File: config.mk
export PLATFORM = sky130hd
export DESIGN_NAME = reg_wb_arb
export DESIGN_NICKNAME = d
export VERILOG_FILES = /design/src/rtl/reg_wb_arb_pkg.sv /design/src/rtl/reg_wb_arb.sv
export SDC_FILE = /design/constraint.sdc
export NUM_CORES = 1
export LEC_CHECK = 0
export ABC_AREA = 0
export BUFFER_PORTS_ARGS = -buffer_cell sky130_fd_sc_hd__buf_2
export CAP_MARGIN = 30
export CORE_ASPECT_RATIO = 0.9
export CORE_MARGIN = 3
export CORE_UTILIZATION = 46
export CTS_CLUSTER_SIZE = 8
export DETAILED_ROUTE_END_ITERATION = 12
export PLACE_DENSITY = 0.81
export SLEW_MARGIN = 20
export SYNTH_ARGS = -nofsm -noshare
export SYNTH_HDL_FRONTEND = slang
export SYNTH_SLANG_ARGS = --single-unit
File: constraint.sdc
create_clock -name clk -period 2.06 [get_ports clk]
set_clock_uncertainty 0.1 [all_clocks]
set_input_delay 0.103 -clock clk [delete_from_list [all_inputs] [get_ports clk]]
set_output_delay 0.103 -clock clk [all_outputs]
set_load 0.02 [all_outputs]
File: src/rtl/reg_wb_arb_pkg.sv
// Shared register-file bus widths and constants for the writeback arbiter.
package reg_wb_arb_pkg;
    localparam int          REG_ADDR_W   = 5;
    localparam int          REG_W        = 32;
    localparam logic        WRITE_ENABLE = 1'b1;
    localparam logic [REG_ADDR_W-1:0] ZERO_ADDR = '0;
    localparam logic [REG_W-1:0]      ZERO_WORD = '0;
endpackage

File: src/rtl/reg_wb_arb.sv
// Arbitrates the register-file write port between the pipeline WB stage and a
// buffered multi-cycle unit result, forcing a WB bubble if the buffer starves.
import reg_wb_arb_pkg::*;

module reg_wb_arb #(
    parameter int STARVE_LIMIT = 4
) (
    input  logic                  clk,
    input  logic                  rst,
    input  logic                  wb_we,
    input  logic [REG_ADDR_W-1:0] wb_waddr,
    input  logic [REG_W-1:0]      wb_wdata,
    input  logic                  mc_valid,
    input  logic [REG_ADDR_W-1:0] mc_waddr,
    input  logic [REG_W-1:0]      mc_wdata,
    output logic                  mc_ready,
    output logic                  wen,
    output logic [REG_ADDR_W-1:0] waddr,
    output logic [REG_W-1:0]      wdata,
    output logic                  stall_req,
    output logic                  pend_valid,
    output logic [REG_ADDR_W-1:0] pend_waddr
);

    typedef enum logic [1:0] {
        ST_IDLE  = 2'd0,
        ST_WAIT  = 2'd1,
        ST_FORCE = 2'd2
    } state_t;

    localparam int              CNT_W    = $clog2(STARVE_LIMIT) + 1;
    localparam logic [CNT_W-1:0] CNT_LAST = CNT_W'(STARVE_LIMIT - 1);

    state_t                  state;
    logic                    buf_valid;
    logic [REG_ADDR_W-1:0]   buf_addr;
    logic [REG_W-1:0]        buf_data;
    logic [CNT_W-1:0]        cnt;
    logic                    stall_q;

    logic wb_write;
    logic port_free;
    logic drain;
    logic accept;
    logic accept_nz;

    // A pipeline write to r0 is architecturally void, so it leaves the port free.
    assign wb_write  = wb_we && (wb_waddr != ZERO_ADDR);
    assign port_free = !wb_write;
    assign drain     = buf_valid && (port_free || (state == ST_FORCE));
    assign mc_ready  = !buf_valid || drain;
    assign accept    = mc_valid && mc_ready;
    assign accept_nz = accept && (mc_waddr != ZERO_ADDR);

    assign stall_req  = stall_q;
    assign pend_valid = buf_valid;
    assign pend_waddr = buf_addr;

    always_comb begin
        wen   = 1'b0;
        waddr = ZERO_ADDR;
        wdata = ZERO_WORD;
        if (!rst) begin
            if (drain) begin
                wen   = WRITE_ENABLE;
                waddr = buf_addr;
                wdata = buf_data;
            end else if (wb_write) begin
                wen   = WRITE_ENABLE;
                waddr = wb_waddr;
                wdata = wb_wdata;
            end
        end
    end

    always_ff @(posedge clk or posedge rst) begin
        if (rst) begin
            state     <= ST_IDLE;
            buf_valid <= 1'b0;
            buf_addr  <= ZERO_ADDR;
            buf_data  <= ZERO_WORD;
            cnt       <= '0;
            stall_q   <= 1'b0;
        end else begin
            // A same-cycle accept refills the slot being drained.
            if (accept_nz) begin
                buf_valid <= 1'b1;
                buf_addr  <= mc_waddr;
                buf_data  <= mc_wdata;
            end else if (drain) begin
                buf_valid <= 1'b0;
                buf_addr  <= ZERO_ADDR;
                buf_data  <= ZERO_WORD;
            end

            case (state)
                ST_IDLE: begin
                    stall_q <= 1'b0;
                    cnt     <= '0;
                    if (accept_nz) state <= ST_WAIT;
                end
                ST_WAIT: begin
                    if (drain) begin
                        state   <= accept_nz ? ST_WAIT : ST_IDLE;
                        cnt     <= '0;
                        stall_q <= 1'b0;
                    end else if (cnt == CNT_LAST) begin
                        state   <= ST_FORCE;
                        cnt     <= '0;
                        stall_q <= 1'b1;
                    end else begin
                        cnt     <= cnt + 1'b1;
                        stall_q <= 1'b0;
                    end
                end
                ST_FORCE: begin
                    state   <= accept_nz ? ST_WAIT : ST_IDLE;
                    cnt     <= '0;
                    stall_q <= 1'b0;
                end
                default: begin
                    state   <= ST_IDLE;
                    cnt     <= '0;
                    stall_q <= 1'b0;
                end
            endcase
        end
    end

endmodule

==> impl_summary.log <==
[metrics] crit-path max FO: 32
[metrics] leak pwr: 1.96 nW
[metrics] library cell with the largest summed area after synthesis: dfrtp_1
[metrics] wire length of the first global-routing pass: 10600 um
[metrics] met3 track demand over resource in global routing: 4.55%
[metrics] number of placement rows: 24
[metrics] Final Wtd Congestion: 0.765
[metrics] worst min-delay path category: in -> reg
[metrics] hold violation count in the final report: 0
[metrics] CTS sink cnt: 44
[metrics] met1 routing resource usage after global routing: 28.3%
[metrics] GRT Util Overall: 22.2%
[metrics] DIE AREA: 6200 um2
[metrics] worst-path cell with the longest stage delay: dfrtp_1
[metrics] achievable frequency: 0.479 GHz
[metrics] number of distinct library cells after synthesis: 31
[metrics] clock-pin transition on the worst setup and hold timing paths: 0.07 ns
[metrics] reg2reg setup slack: 0.20 ns
[metrics] clock buffer depth: 2
[metrics] total of endpoints with negative setup slack in the final report: 31
[metrics] transition time at the pin with the least slew margin: 0.510 ns
[metrics] Die Wd: 82.7 um
[metrics] net count reported at finish: 497
[metrics] violated checks: negative setup slack
[metrics] total number of vias: 2508
[metrics] global routing met2 resource utilization: 39.7%
[metrics] most common cell after layout, fill and taps aside: buf_2
[metrics] synthesized instance count: 252
[metrics] Setup TNS: -0.291 ns
[metrics] most used routing layer: met2
[metrics] count of inserted antenna diode cells: 0
[metrics] CTS Root Buffer Type: clkbuf_8
[metrics] VDD IR max: 0.429 mV
[metrics] total grt overflow: 0
[metrics] count of input and output buffers: 123
[metrics] maximum level of the CTS H-tree: 2
[metrics] final max-slew violation count: 0
[metrics] remaining number of nets flagged by the antenna check after routing: 0
[metrics] clock latency at the later pin of the worst-skew pair: 0.28 ns
[metrics] startpoint types: register
[metrics] top cells by area in the synthesized netlist: dfrtp_1 45%, a22o_1 12%, o211ai_1 10%
[metrics] Starting Density: 48.8%
[metrics] fin crit period: 2.09 ns
[metrics] share of layout cells above drive strength 1: 38.2%
[metrics] average wire length per cell after detail routing: 14.5 um
[metrics] Critical Setup Path Class: reg -> out
[metrics] cts bufs inserted: 5
[metrics] wirelength, routed: 6970 um
[metrics] commonest cells after routing, fill and taps aside: 117 x buf_2, 43 x dfrtp_1, 41 x inv_1
[metrics] cell-by-cell listing of the critical path: and3b_2, a221oi_4, nor2_2, buf_12, a22o_1, buf_2
[metrics] ports placed on the boundary: 124
[metrics] Data required, critical path: 1.86 ns
[metrics] post-synthesis instance area: 2430 um2
[metrics] TritonRoute pass-1 iters: 4
[metrics] post-route worst setup slack: -0.0287 ns
[metrics] TritonCTS clock tree: done
[metrics] register area share after synthesis: 45.3%
[metrics] antenna violations before repair: 0
[metrics] leading register cell type out of synthesis: dfrtp_1
[metrics] final HPWL from detailed placement: 4570 um
[metrics] Yosys warnings: 0
[metrics] via count of the first global-routing pass: 2299
[metrics] setup repair after global routing missed its margin: true
[metrics] number of max-cap violations: 0
[metrics] highest cell delay on the worst timing path: 0.41 ns
[metrics] maximum number of pins on one net before global-route repair: 37
[metrics] layout-stage area growth over the synthesis result: 53.5%
[metrics] post-synthesis async set-or-reset flop share: 100%
[metrics] post-detailed-route DRC marker count: 0
[metrics] post-route clock period utilization: 101%
[metrics] number of register bits inferred by synthesis: 44
[metrics] mean area per synthesized cell: 9.65 um2
[metrics] result of the run: finished with violations
[metrics] utilization after layout: 74.9%
[metrics] number of synthesized flops with an enable pin: 0
[metrics] core footprint: 4980 um2
[metrics] worst max-slew margin expressed relative to the limit: 66.0%
[metrics] Synth Net Count: 331
[metrics] fraction of post-synthesis cell area in the top cell type by area: 45.3%
[metrics] routed vias/inst: 5.21
[metrics] Die Span Y: 75.0 um
[metrics] number of DRC markers after the initial detailed-route iteration: 109
[metrics] critical path endpoint category: output pin
[metrics] Pwr per Cell Area: 633 nW/um2
[metrics] Worst EP arrival: 1.89 ns
[final timing paths]
check | startpoint | to | cells past startpoint
worst max-delay path | state[1] | wdata[25] | 6
worst min-delay path | mc_valid | pend_waddr[3] | 3
worst max register to register | pend_valid | pend_waddr[4] | 7
worst min register to register | cnt[0] | cnt[0] | 1
max in group asynchronous | rst | pend_waddr[1] | 4
min in group asynchronous | rst | state[0] | 3
[registers in the layout, summed over array words and instances, names as in the netlist]
| signal | cells |
|---|---|
| pend_valid | 1 |
| stall_req | 1 |
| cnt | 3 |
| pend_waddr | 5 |
| state | 2 |
| buf_data | 32 |
[layout make-up]
cell class	count	area, um2
fill	360	1250
timing repair buffer	180	1250
clock buffer	5	68.8
tap	65	81.3
sequential	44	1100
multi-input combinational	145	1080
inverter	42	158
[critical path, delay by kind of cell, from the launching register on]
| family | cells | cell delay (ns) |
|---|---|---|
| AO/OA/AOI/OAI | 2 | 0.51 |
| buffers and inverters | 2 | 0.33 |
| flip-flops | 1 | 0.41 |
| AND/OR/NAND/NOR | 2 | 0.35 |
[synth_stat cells, types with 2 or more instances]
cell,instances
o21ai_1,10
inv_1,42
nor2_1,7
and2_1,5
nor2b_1,5
a22o_1,32
o21ai_0,24
nor3b_1,2
dfrtp_1,44
buf_2,15
o211ai_1,34
a32o_1,2
mux2i_1,6
nand2_1,2
nor3_1,2
buf_6,2
clkbuf_1,4
[repair_timing]
action | 4_1_cts | 5_1_grt
hold buffers | 38 | 0
resized for setup | 5 | 13
gates cloned | 1 | 0
hold endpoints to repair | 60 | 0
buffers inserted | 4 | 4
pin swaps | 0 | 3
endpoints found under the setup margin | 37 | 37
[routing by layer]
layer | part of all wire [%] | vias to the layer above | wire length [um]
met2 | 51 | 104 | 3590
met1 | 41 | 1165 | 2870
met3 | 6.6 | 6 | 462
met4 | 0.65 | 0 | 45
li1 | - | 1233 | -
met5 | 0 | - | 0
[stage by stage]
step                total power [W]  hold WS, ns  area (um2)  setup slack (ns)  cells
floorplan                   0.00154        0.130        2430             0.121    252
CTS                         0.00236        0.147        3660           -0.0126    477
global placement            0.00177        0.149        3130             0.179    429
global route                0.00252        0.200        3730            -0.115    481
finish                      0.00236        0.161        3730           -0.0287    481
detailed placement          0.00179        0.159        3130            0.0970    429
[power breakdown]
part / internal (W) / switching, W
Sequential: 0.000998 / 0.0000801
Combinational: 0.000390 / 0.000427
Clock: 0.000219 / 0.000247
[kinds of logic after synthesis]
logic type,Yosys count,synth area share (%)
AOI/OAI and AO/OA,110,33.8
adders and majority gates,1,0.514
buffers and inverters,63,11.1
DFF,44,45.3
muxes,6,2.47
and+or+nand+nor,28,6.84
Note: power is estimated with default switching activity, not from simulation.
